==> src/rtl/keypad_pkg.sv <==
// Shared types and helpers for the hex keypad scanner slice.
package keypad_pkg;

  typedef enum logic [1:0] {
    IDLE = 2'd0,
    SCAN = 2'd1,
    HOLD = 2'd2
  } state_t;

  localparam logic [3:0] COL_ALL  = 4'b1111;
  localparam logic [3:0] COL_NONE = 4'b0000;

  function automatic logic [3:0] key_code(input logic [1:0] r, input logic [1:0] c);
    return {r, c};
  endfunction

  // One-hot column drive for a single column index.
  function automatic logic [3:0] col_select(input logic [1:0] c);
    logic [3:0] v;
    v    = COL_NONE;
    v[c] = 1'b1;
    return v;
  endfunction

endpackage

==> src/rtl/level_debouncer.sv <==
// Counts consecutive cycles where level equals target_level; stable flags the
// cycle in which the N-th consecutive matching sample is seen.
module level_debouncer #(
  parameter int unsigned N = 8
) (
  input  logic clock,
  input  logic reset,
  input  logic level,
  input  logic target_level,
  output logic stable
);

  localparam int unsigned CW = $clog2(N) + 1;
  localparam logic [CW-1:0] LAST = CW'(N - 1);

  logic [CW-1:0] cnt;
  logic          match;

  assign match  = (level == target_level);
  assign stable = match && (cnt == LAST);

  // Saturating run-length counter; any mismatch restarts the run.
  always_ff @(posedge clock) begin
    if (reset) begin
      cnt <= '0;
    end else if (!match) begin
      cnt <= '0;
    end else if (cnt != LAST) begin
      cnt <= cnt + CW'(1);
    end
  end

endmodule

==> src/rtl/hex_keypad_scanner.sv <==
// Column-scanning keypad FSM: debounces a press, walks the columns to locate
// the key, latches its hex code with a one-cycle Valid, then waits for release.
module hex_keypad_scanner
  import keypad_pkg::*;
#(
  parameter int unsigned DEBOUNCE_CYCLES = 8,
  parameter int unsigned SETTLE_CYCLES   = 3
) (
  input  logic       clock,
  input  logic       reset,
  input  logic [3:0] Row,
  input  logic       S_Row,
  output logic [3:0] Col,
  output logic [3:0] Code,
  output logic       Valid,
  output logic       Busy
);

  localparam int unsigned SW = $clog2(SETTLE_CYCLES) + 1;
  localparam logic [SW-1:0] SET_LAST = SW'(SETTLE_CYCLES - 1);

  state_t          state;
  logic [1:0]      col_idx;
  logic [SW-1:0]   set_cnt;
  logic [1:0][3:0] row_q;

  logic deb_target_c;
  logic deb_stable_c;
  logic deb_restart_c;

  // Lowest active row wins when several keys share a column.
  function automatic logic [1:0] lowest_row(input logic [3:0] rows);
    logic [1:0] r;
    r = 2'd0;
    for (int i = 3; i >= 0; i--) begin
      if (rows[i]) r = 2'(i);
    end
    return r;
  endfunction

  // Wait for a press while idle, for a release while holding.
  assign deb_target_c  = (state != HOLD);
  // Restart the run on every state change and throughout the scan.
  assign deb_restart_c = reset || (state == SCAN) || deb_stable_c;

  level_debouncer #(
    .N(DEBOUNCE_CYCLES)
  ) u_debounce (
    .clock       (clock),
    .reset       (deb_restart_c),
    .level       (S_Row),
    .target_level(deb_target_c),
    .stable      (deb_stable_c)
  );

  always_ff @(posedge clock) begin
    if (reset) begin
      state   <= IDLE;
      col_idx <= 2'd0;
      set_cnt <= '0;
      row_q   <= '0;
      Col     <= COL_ALL;
      Code    <= 4'h0;
      Valid   <= 1'b0;
      Busy    <= 1'b0;
    end else begin
      row_q <= {row_q[0], Row};
      Valid <= 1'b0;
      case (state)
        IDLE: begin
          Col  <= COL_ALL;
          Busy <= 1'b0;
          if (deb_stable_c) begin
            state   <= SCAN;
            col_idx <= 2'd0;
            set_cnt <= '0;
            Col     <= col_select(2'd0);
            Busy    <= 1'b1;
          end
        end
        SCAN: begin
          Busy <= 1'b1;
          if (set_cnt != SET_LAST) begin
            set_cnt <= set_cnt + SW'(1);
          end else if (row_q[1] != 4'h0) begin
            Code  <= key_code(lowest_row(row_q[1]), col_idx);
            Valid <= 1'b1;
            state <= HOLD;
            Col   <= COL_ALL;
          end else if (col_idx == 2'd3) begin
            state <= IDLE;
            Col   <= COL_ALL;
            Busy  <= 1'b0;
          end else begin
            col_idx <= col_idx + 2'd1;
            set_cnt <= '0;
            Col     <= col_select(col_idx + 2'd1);
          end
        end
        HOLD: begin
          Col  <= COL_ALL;
          Busy <= 1'b1;
          if (deb_stable_c) begin
            state <= IDLE;
            Busy  <= 1'b0;
          end
        end
        default: begin
          state   <= IDLE;
          col_idx <= 2'd0;
          set_cnt <= '0;
          Col     <= COL_ALL;
          Busy    <= 1'b0;
        end
      endcase
    end
  end

endmodule
==> config.mk <==
export PLATFORM = sky130hd
export DESIGN_NAME = hex_keypad_scanner
export DESIGN_NICKNAME = d
export VERILOG_FILES = /design/src/rtl/keypad_pkg.sv /design/src/rtl/level_debouncer.sv /design/src/rtl/hex_keypad_scanner.sv
export SDC_FILE = /design/constraint.sdc
export NUM_CORES = 1
export LEC_CHECK = 0
export ABC_AREA = 0
export ABC_CLOCK_PERIOD_IN_PS = 1800
export CAP_MARGIN = 15
export CELL_PAD_IN_SITES_DETAIL_PLACEMENT = 0
export CELL_PAD_IN_SITES_GLOBAL_PLACEMENT = 1
export CORE_MARGIN = 2
export CORE_UTILIZATION = 30
export CTS_CLUSTER_SIZE = 16
export DETAILED_ROUTE_END_ITERATION = 16
export DONT_BUFFER_PORTS = 1
export PLACE_DENSITY_LB_ADDON = 0.15
export SETUP_SLACK_MARGIN = 0.1
export SLEW_MARGIN = 40
export SYNTH_ARGS = -nofsm -noshare
export SYNTH_HDL_FRONTEND = slang
export SYNTH_HIERARCHICAL = 1
export SYNTH_SLANG_ARGS = --single-unit
==> constraint.sdc <==
create_clock -name clock -period 1.8 [get_ports clock]
set_input_delay 0.36 -clock clock [delete_from_list [all_inputs] [get_ports clock]]
set_output_delay 0.36 -clock clock [all_outputs]
set_load 0.01 [all_outputs]
== Yosys cells after proc, flatten, opt, wreduce, memory -nomap -nowiden ==
Index checks and enable logic that the tools add are counted.
Storage, ports and cells
  register bits after elaboration: 29
  input port bits: 7
  output and inout port bits: 10
Cells by class
  add/sub/neg operators: 3
  order comparisons: 2
  eq/ne operators: 16
  muxes and demuxes: 33
  bitwise operators: 4
  reductions and logical operators: 12
Operator list (count)
  2-to-1 mux 2 bit: 12
  2-to-1 mux 4 bit: 4
  2-to-1 mux 3 bit: 4
  != test 2 bit, second input constant: 6
  case mux 2 bit (3 select lines): 2
  case mux 3 bit (3 select lines): 1
  case mux 4 bit (2 select lines): 1
  AND reduction 4 bit: 2
  2-to-1 mux 1 bit: 7
  != test 3 bit, second input constant: 2
  AND reduction 5 bit: 1
  adder 4 x 1 -> 4 bit, second input constant: 1
  == test 2 bit, second input constant: 2
  == test 4 x 3 -> 1 bit, second input constant: 1
  != test 4 x 3 -> 1 bit, second input constant: 1
  inverter 1 bit: 4
  nonzero test 4 bit: 1
  adder 3 x 1 -> 3 bit, second input constant: 1
  less-than comparator 2 x 3 -> 1 bit, second input constant: 1
  != test 3 x 1 -> 1 bit, second input constant: 1
  != test 3 x 2 -> 1 bit, second input constant: 1
  case mux 1 bit (3 select lines): 1
  AND reduction 3 bit: 1
  OR reduction 3 bit: 1
  9 further kinds: 11

== Logic depth before layout (Yosys ltp) ==
  depth in word-level cells: 9
  mapped depth: 7
  gate-level depth less buffers: 6

== By module ==
The synthesis kept the hierarchy.
Modules (own cells, without submodules)
  hex_keypad_scanner: times used 1, cells an instance 123, area each 1141.1 sq um
  level_debouncer: times used 1, cells an instance 20, area each 183.9 sq um

== Least setup slack after synthesis ==
OpenSTA, ideal clock, no wires.
  path type: register -> register
  start: register u_debounce.cnt[0]
  end: register col_idx[1]
  setup time: 0.127 ns
  arrival time: 1.497 ns
  setup slack: 0.176 ns
  stages on the path, launching flop included: 7
  clock period less this slack: 1.624 ns
  cells stage by stage: dfxtp_1 -> ha_1 -> nand3b_1 -> nor2_1 -> nand2b_1 -> nor3b_1 -> or3_1
On the way
  word-level cells in the longest chain between the ends: 4
RTL lines
  start: declaration: RTL line level_debouncer.sv:16  | logic [CW-1:0] cnt;
  start signal: assignment: RTL line level_debouncer.sv:29  | cnt <= cnt + CW'(1);
  == test 4 x 3 -> 1 bit: RTL line level_debouncer.sv:20  | assign stable = match && (cnt == LAST);
  logical AND 1 bit: RTL line level_debouncer.sv:20
  named net deb_stable_c: RTL line hex_keypad_scanner.sv:28  | logic deb_stable_c;
  != test 2 bit (no source line)
  AND reduction 5 bit (no source line)
  end signal: assignment: RTL line hex_keypad_scanner.sv:95  | col_idx <= col_idx + 2'd1;
  end: declaration: RTL line hex_keypad_scanner.sv:23  | logic [1:0] col_idx;
The timed path passes the listed nets, and every way through them passes these cells.
A chain may end at the register's enable or synchronous reset.

== Worst setup path in the final report ==
  start: register state[0]
  end: register u_debounce.cnt[1]
On the way
  word-level cells in the longest chain between the ends: 5
RTL lines
  start: declaration: RTL line hex_keypad_scanner.sv:22  | state_t state;
  start signal: assignment: RTL line hex_keypad_scanner.sv:58  | state <= IDLE;
  start signal: assignment: RTL line hex_keypad_scanner.sv:74  | state <= SCAN;
  start signal: assignment: RTL line hex_keypad_scanner.sv:88  | state <= HOLD;
  != test 2 bit: RTL line hex_keypad_scanner.sv:42  | assign deb_target_c = (state != HOLD);
  named net deb_target_c: RTL line hex_keypad_scanner.sv:27  | logic deb_target_c;
  == test 1 bit: RTL line level_debouncer.sv:19  | assign match = (level == target_level);
  logical AND 1 bit: RTL line level_debouncer.sv:20
  named net deb_stable_c: RTL line hex_keypad_scanner.sv:28
  logical OR 1 bit: RTL line hex_keypad_scanner.sv:44  | assign deb_restart_c = reset || (state == SCAN) || deb_stable_c;
  named net deb_restart_c: RTL line hex_keypad_scanner.sv:29  | logic deb_restart_c;
  OR reduction 2 bit (no source line)
The timed path passes the listed nets, and every way through them passes these cells.

==> flow_summary.json <==
{
  "cp.required_ns": 2.01,
  "start_util_pct": 30.9,
  "max_stage_delay_ns": 0.37,
  "syn_avg_cell_area_um2": 9.27,
  "routed_via_density": 5.07,
  "worst_hold_slack_ns": 0.148,
  "maxCapViolations": 0,
  "drive_above_1_share_pct": 17.1,
  "rows": 24,
  "cts_htree_levels": 2,
  "worst_path_dominant_cell_family": "simple AND/OR/NAND/NOR gates",
  "drv_slew": 0,
  "worstSetupPathType": "register to register",
  "wl_per_cell_um": 13.9,
  "synth-edff-count": 0,
  "vias": 1035,
  "cts_tree": "done",
  "synth-seq-cells": 29,
  "synth_nets": 155,
  "dieArea_um2": 4960,
  "worst_slew_pin_slew_ns": 0.479,
  "cts.clk_slew.worst_paths_ns": 0.06,
  "seq_area_frac_synth_pct": 43.8,
  "synthTopCellsByCount": "dfxtp_1 (29), nor2_1 (12), nor2b_1 (10)",
  "ant_nets": 0,
  "outcome": "finished clean",
  "rsz0062_at_grt": "false",
  "final_util_pct": 35.8,
  "cp_cell_sequence": "nand2b_4 -> xor2_4 -> nor2_4 -> or3_1 -> or2_4 -> nor2_1",
  "clk_path_buf_depth": 2,
  "synthesis.area_um2": 1330,
  "crit_fanout": 5,
  "grt_pass1_vias": 1037,
  "fin_crit_ns": 1.56,
  "worstSetupStartpointType": "register",
  "max_freq_mhz": 640,
  "synthToLayoutAreaGrowth_pct": 15.9,
  "layout.nets": 163,
  "period_share_pct": 86.8,
  "antenna_found_initial": 0,
  "critPathBufInv": 0,
  "async_flop_share_pct": 0,
  "yosysTopAreaCell": "dfxtp_1",
  "routabilityCongestion": 0.742,
  "io_pins": 17,
  "finalWirelength_um": 2840,
  "setup_tns_ns": 0,
  "placed_area_um2": 1410,
  "die_w_um": 70.5,
  "finalHoldViolations": 0,
  "core_um2": 4290,
  "maxSlewHeadroom_pct": 68.1,
  "hpwl_um": 1950,
  "yosysWarnings": 6,
  "port_buffers": 0,
  "r2r_slack_ns": 0.24,
  "n_antenna_cell": 0,
  "grt_overflow": 0,
  "setup_viol": 0,
  "cts-buffers-inserted": 5,
  "fill_cells": 455,
  "drt_first_pass_iters": 4,
  "design_area_um2": 1540,
  "synth_most_common_cell": "dfxtp_1",
  "skew_ns": 0.00496,
  "synth_cell_types": 41,
  "worstSetupEndpointType": "register",
  "power.density_nw_per_um2": 789,
  "cts_sinks": 29,
  "cpMaxStageDelayCell": "or3_1",
  "root_buffer": "clkbuf_8",
  "grt_max_degree": 29,
  "leakage_nw": 0.551,
  "die_height_um": 70.5,
  "grt_pass1_wl_um": 4920,
  "clk_latency_ns": 0.28,
  "yosys_most_used_dff": "dfxtp_1",
  "synth.area.top_cells": "dfxtp_1 (44%), ha_1 (4.7%), nor2b_1 (4.7%), nor2_1 (3.4%), mux2i_1 (3.0%)",
  "syn-instance-count": 143,
  "arrival_ns": 1.78,
  "hold_class": "input pin to register",
  "first_iter_violations": 53,
  "drc": 0,
  "netlist.area_leader.share_pct": 43.8,
  "track_usage_pct": 12.7,
  "ir_worst_vdd_uv": 412
}
-- cells by family after synthesis --
kind of cell,Yosys count,synth area share (%)
AOI/OAI and AO/OA,28,14.4
and+or+nand+nor,60,27.2
adders and majority gates,5,4.72
buffers and inverters,14,4.91
DFF,29,43.8
xor gates and xnor gates,3,1.98
muxes,4,3.02
-- report_power, final --
part           switching [mW]  total [mW]  internal (mW)  leakage, nW
clock network           0.231       0.505          0.274       0.0395
logic                  0.0213      0.0460         0.0247        0.276
registers             0.00692       0.660          0.653        0.236
total                   0.259        1.21          0.951        0.551
-- cells in the final DEF (no fill, tap or decap), types with 2 or more instances in the layout --
cell / Yosys / routed
nor4_1: 3 / 3
inv_1: 5 / 5
or3_1: 2 / 2
buf_4: 0 / 10
a311oi_1: 2 / 2
nand4_1: 2 / 2
nor2_1: 12 / 11
o21ai_0: 2 / 2
nor2b_1: 10 / 10
nor3_1: 5 / 5
clkbuf_8: 0 / 5
mux2i_1: 4 / 4
nand2b_1: 6 / 5
ha_1: 5 / 4
nand2_1: 2 / 2
a31oi_1: 6 / 6
clkbuf_1: 4 / 3
dfxtp_1: 29 / 29
a21oi_1: 5 / 5
nand3_1: 6 / 6
a211oi_1: 2 / 2
o31ai_1: 2 / 2
nor3b_1: 2 / 2
o21ai_1: 4 / 4
-- metal layers --
layer	GRT usage, %	vias up	routed length [um]
li1	-	521	-
met1	15.0	491	1330
met2	21.1	18	1370
met3	4.04	5	107
met4	5.13	0	36
met5	0	-	0
-- final timing paths --
check	startpoint	to	cells past startpoint
setup / recovery	state[0]$_SDFFE_PP0P_	u_debounce/cnt[1]$_SDFFE_PP0P_	6
hold / removal	reset	row_q[1]$_SDFF_PP0_	1
setup reg to reg	state[0]$_SDFFE_PP0P_	u_debounce/cnt[1]$_SDFFE_PP0P_	6
hold reg to reg	row_q[3]$_SDFF_PP0_	row_q[7]$_SDFF_PP0_	1
-- area by class of cell --
type	instances	area (um2)	area share, %
tap	52	65.1	4.24
inverter	5	18.8	1.22
timing repair buffer	10	75.1	4.89
multi-input combinational	100	716	46.6
sequential	29	581	37.8
clock buffer	8	80.1	5.22
-- repair_timing --
action | 4_1_cts | 5_1_grt
setup endpoints to repair | 6 | 11
hold buffers | 0 | 0
buffers inserted | 0 | 1
resized for setup | 1 | 5
pin swaps | 0 | 2
-- stage by stage --
stage / power (mW) / cells / setup WS [ns]
finish: 1.21 / 204 / 0.238
global route: 1.27 / 204 / 0.109
CTS: 1.23 / 203 / 0.136
detailed placement: 0.718 / 195 / 0.0954
global placement: 0.717 / 195 / 0.108
floorplan: 0.718 / 143 / 0.176
-- flip-flops by register name (all words and copies together) (netlist names) --
signal / cells
row_q: 8
Code: 4
Col: 4
u_debounce/cnt: 4
set_cnt: 3
col_idx: 2
state: 2
Busy: 1
Valid: 1
(Power assumes the default switching activity.)
==> edit 1 (same flow settings) <==
Register the output `Code` once more, with the module's reset; this adds one clock of latency there. The other outputs are not delayed to match.
--- a/src/rtl/hex_keypad_scanner.sv
+++ b/src/rtl/hex_keypad_scanner.sv
@@ -19,4 +19,6 @@
   localparam int unsigned SW = $clog2(SETTLE_CYCLES) + 1;
   localparam logic [SW-1:0] SET_LAST = SW'(SETTLE_CYCLES - 1);
+
+  logic [3:0] Code_s0;
 
   state_t          state;
@@ -61,5 +63,5 @@
       row_q   <= '0;
       Col     <= COL_ALL;
-      Code    <= 4'h0;
+      Code_s0 <= 4'h0;
       Valid   <= 1'b0;
       Busy    <= 1'b0;
@@ -84,5 +86,5 @@
             set_cnt <= set_cnt + SW'(1);
           end else if (row_q[1] != 4'h0) begin
-            Code  <= key_code(lowest_row(row_q[1]), col_idx);
+            Code_s0 <= key_code(lowest_row(row_q[1]), col_idx);
             Valid <= 1'b1;
             state <= HOLD;
@@ -117,3 +119,11 @@
   end
 
+  always_ff @(posedge clock) begin
+    if (reset) begin
+      Code <= '0;
+    end else begin
+      Code <= Code_s0;
+    end
+  end
+
 endmodule
Formal check against the unedited RTL: no difference found for any inputs over 10 cycles, from zero or initial values and one cycle with reset high; that may be too few to reach the edited logic, so the function may still have changed.
==> edit 1 against the original RTL <==
Setup slack lost 0.039 ns; wire length grew 3.6%; power grew 25%; area after synthesis grew 4.4%; sequential power grew 13%; design area grew 6.7%; largest power group unchanged; sequential cell count grew 4; hold slack lost 0.0083 ns; clock skew grew 0.0035 ns; clock power grew 44%.
==> edit 1: results (changes against the original RTL) <==
[timing]
worst_pin_slew_ns=0.433  ; -0.0456 ns
clock_skew_ns=0.00842  ; +0.00346 ns

[critical_path]
r2r_cells=7  ; +1
arrival_ns=1.82  ; +0.04 ns
crit_fanout=6  ; +1

[layout]
fill_cells=438  ; -3.7%
layout-drive-gt1-share=0.200  ; +0.0289
top_register=row_q
layout.nets=166  ; +1.8%

[cts]
ctsLongestPathBuffers=2  ; unchanged
htreeDepth=2  ; unchanged
root_buffer=clkbuf_8

[logic_synthesis]
ys_top_cells_by_area=dfxtp_1 48%, nor2b_1 6.8%, ha_1 4.5%
ys_types=40  ; -2.4%
synth_nets=157  ; +1.3%
ys_warn_count=6  ; unchanged
synthTopCellsByCount=33 x dfxtp_1, 15 x nor2b_1, 9 x nor2_1
synth-seq-area-share=0.477  ; +0.0392

[power_and_ir_drop]
leakage_nw=0.615  ; +12%
p_switching_w=0.000305  ; +18%
pg_comb_w=0.0000443  ; -4%
vdd_drop_max_mv=0.429  ; +4.0%
power-top-group=registers
pwr-share-seq=0.493  ; -0.052

[placed_design]
dp_hpwl_mm=1.98  ; +1.2%
gp_congestion=0.775  ; +4.5%

[routing]
viasPerCell=5.02  ; -0.97%
wl_mm=2.94  ; +3.6%
drtAntennaViolNets=0  ; unchanged
drtIter0Drc=67  ; +26%

[global_route]
grt_use_total=0.124  ; -0.00289
first_global_vias=999  ; -3.7%
grt_pass1_wl_mm=4.84  ; -1.5%
grt_max_degree=28  ; -3.4%

[run_status]
outcome=finished clean

## edit 1: cells by family after synthesis
family	count (synthesis)	share of synthesized area
fa+ha+maj	5	0.0452
flops	33	0.477
mux	3	0.0226
xor+xnor	3	0.0190
buf+inv	14	0.0398
simple gates	56	0.243
compound gates	31	0.153
## edit 1: final cells by class
class	count	area [um^2]	share of cell area
inverters	6	22.5	0.0138
well taps	52	65.1	0.0397
flip-flops and latches	33	663	0.405
repair buffers	10	75.1	0.0458
clock inverters	2	37.5	0.0229
clock buffers	6	82.6	0.0504
multi-input cells	98	692	0.422
## edit 1: stage by stage
step                hold slack [ns]  power [W]  instances  area [um^2]  setup WS [ns]
floorplan                     0.414   0.000802        145         1380          0.157
global placement              0.420   0.000803        197         1480          0.176
detailed placement            0.423   0.000804        197         1480          0.133
CTS                           0.123    0.00154        205         1600          0.115
global route                  0.124    0.00158        207         1640         0.0584
finish                        0.140    0.00152        207         1640          0.199
## edit 1: worst paths after layout
| check | startpoint | to | slack (ns) |
|---|---|---|---|
| min reg2reg | row_q[2] | row_q[6] | 0.44 |
| max reg2reg | state[0] | u_debounce/cnt[0] | 0.20 |
| min | reset | state[1] | 0.14 |
| max | state[0] | u_debounce/cnt[0] | 0.20 |
## edit 1: routing by layer
layer  global-route usage  vias to the layer above  share of wire
met5                    0                        -              0
met4               0.0566                        0          0.014
met3               0.0458                        5          0.032
met2                0.186                       15           0.48
met1                0.158                      489           0.47
li1                     -                      531              -
## edit 1: timing repair
action	in CTS	in global routing
gates resized for setup	0	8
setup buffers	0	2
setup endpoints to repair	0	14
## edit 1: critical path: stages (launching register included)
cell     delay (ns)
dfxtp_2        0.37
inv_1          0.07
nand2_1        0.11
xor2_2         0.18
nor2_2         0.06
or3_1          0.37
or2_4          0.27
nor2_1         0.11
==> edit 2 (same settings) <==
Made on the original files. `SETTLE_CYCLES`: 3 -> 2.
--- a/src/rtl/hex_keypad_scanner.sv
+++ b/src/rtl/hex_keypad_scanner.sv
@@ -5,5 +5,5 @@
 #(
   parameter int unsigned DEBOUNCE_CYCLES = 8,
-  parameter int unsigned SETTLE_CYCLES   = 3
+  parameter int unsigned SETTLE_CYCLES   = 2
 ) (
   input  logic       clock,
Behaviour: no difference found for any inputs over 10 cycles, from zero or initial values and one cycle with reset high; that may be too few to reach the edited logic, so the function may still have changed.
==> edit 2 against the original RTL <==
Wire length decreased by 7.9%; setup slack got worse by 0.067 ns; first-iteration DRC count increased by 13%; largest power group unchanged; combinational power decreased by 3%; design area decreased by 5.9%; area after synthesis decreased by 9.0%; sequential cell count decreased by 1; global-route usage increased by 0.23 points; count of clock-buffer cells in the layout decreased by 4; power decreased by 6.9%.
==> edit 2: results (changes against the original RTL) <==
[global_route]
grt_pass1_wl_mm=4.41  ; -10%
first_global_vias=943  ; -9.1%
grt_use_total=0.129  ; +0.00226
antenna_found_initial=0  ; unchanged
grt_max_degree=26  ; -10%

[layout]
layout.nets=156  ; -4.3%
layout-drive-gt1-share=0.196  ; +0.0248
fill_cells=395  ; -13%

[logic_synthesis]
synthTopCellsByCount=28 x dfxtp_1, 12 x nor2_1, 11 x nor2b_1
ys_top_cells_by_area=dfxtp_1 46%, nor2b_1 5.7%, ha_1 5.2%
ys_types=37  ; -9.8%
synth_nets=144  ; -7.1%
synth-seq-area-share=0.465  ; +0.0266
synthMuxAreaShare=0.0166  ; -0.0136
synthAdderAreaFrac=0.0519  ; +0.00465
synth-compound-area-share=0.168  ; +0.0245
synth_xor_area_frac=0.0145  ; -0.00531

[timing]
hold_violations=0  ; unchanged
holdWs_ns=0.135  ; -0.0130 ns
slew_headroom=0.722  ; +0.0416
clock_skew_ns=0.0106  ; +0.00566 ns

[placed_design]
dp_hpwl_mm=1.87  ; -4.4%
placed_area_mm2=0.00134  ; -5.3%
gp_congestion=0.788  ; +6.2%

[min_path]
holdPathEnd=col_idx[0]
hp-class=in -> reg

[cts]
clkTransAtPathRegs_ns=0.11  ; +0.05 ns
cts_buffers=3  ; -2
root_buffer=clkbuf_8
htreeDepth=1  ; -1
post_cts_resized=2  ; +1
clkLatencyLatePin_ns=0.28  ; about the same
post-cts-setup-buffer-count=1  ; +1

[critical_path]
crit_start=col_idx[0]
r2r_cells=5  ; -1
rr_startpoint=col_idx[0]
r2r_setup_slack_ns=0.17  ; -0.07 ns
crit_end=col_idx[1]
arrival_ns=1.83  ; +0.05 ns
slowest_delay_ns=0.39  ; +0.02 ns
crit_fanout=3  ; -2
crit_slowest_cell=or4_1

[routing]
drtIter0Drc=60  ; +13%
viasPerCell=5.12  ; +1.0%
wl_per_cell_um=13.6  ; -2.6%

[run_status]
outcome=finished clean

[power_and_ir_drop]
leakage_nw=0.540  ; -2.0%
vdd_drop_max_mv=0.430  ; +4.3%

edit 2: cell count changes after synthesis, moves of 2 or more:
cell / change
a21oi_1: +2
o31ai_1: -2
or4_1: +2
o21ai_1: -4
a211o_1: +2
buf_2: -3
nand2b_1: -2
o21ai_0: +7
mux2i_1: -2
edit 2: cells by family (layout without fill, tap and decap cells):
kind of cell / Yosys count / in the layout
and+or+nand+nor: 52 / 52
AOI/OAI and AO/OA: 32 / 32
DFF: 28 / 28
buffers and inverters: 11 / 22
adders and majority gates: 5 / 5
xor gates and xnor gates: 2 / 2
muxes: 2 / 2
edit 2: worst register-to-register path: stages (launching register included):
cell	delay, ns
dfxtp_4	0.37
inv_4	0.06
ha_4	0.18
or3b_4	0.38
or4_1	0.39
a31oi_1	0.16
edit 2: through the flow:
stage / util / cells / worst slack (ns)
3_5_place_dp: 0.339 / 186 / 0.0806
3_3_place_gp: 0.339 / 186 / 0.108
5_1_grt: 0.366 / 193 / 0.0708
6_report: 0.366 / 193 / 0.171
2_1_floorplan: - / 132 / 0.113
4_1_cts: 0.359 / 191 / 0.101
edit 2: area by class of cell:
| class | instances | area share |
|---|---|---|
| well taps | 50 | 0.0433 |
| inverters | 6 | 0.0173 |
| flip-flops and latches | 28 | 0.395 |
| repair buffers | 12 | 0.0624 |
| multi-input cells | 93 | 0.436 |
| clock buffers | 4 | 0.0459 |
edit 2: metal layers:
layer  track usage  wire [um]  up-vias
li1              -          -      492
met1         0.160       1220      473
met2         0.217       1240       22
met3        0.0417        136        2
met4        0.0306         21        0
met5             0          0        -
edit 2: power by group:
part / switching (W) / total (W) / internal, W
Sequential: 0.00000575 / 0.000632 / 0.000627
Combinational: 0.0000202 / 0.0000446 / 0.0000244
Clock: 0.000207 / 0.000450 / 0.000242
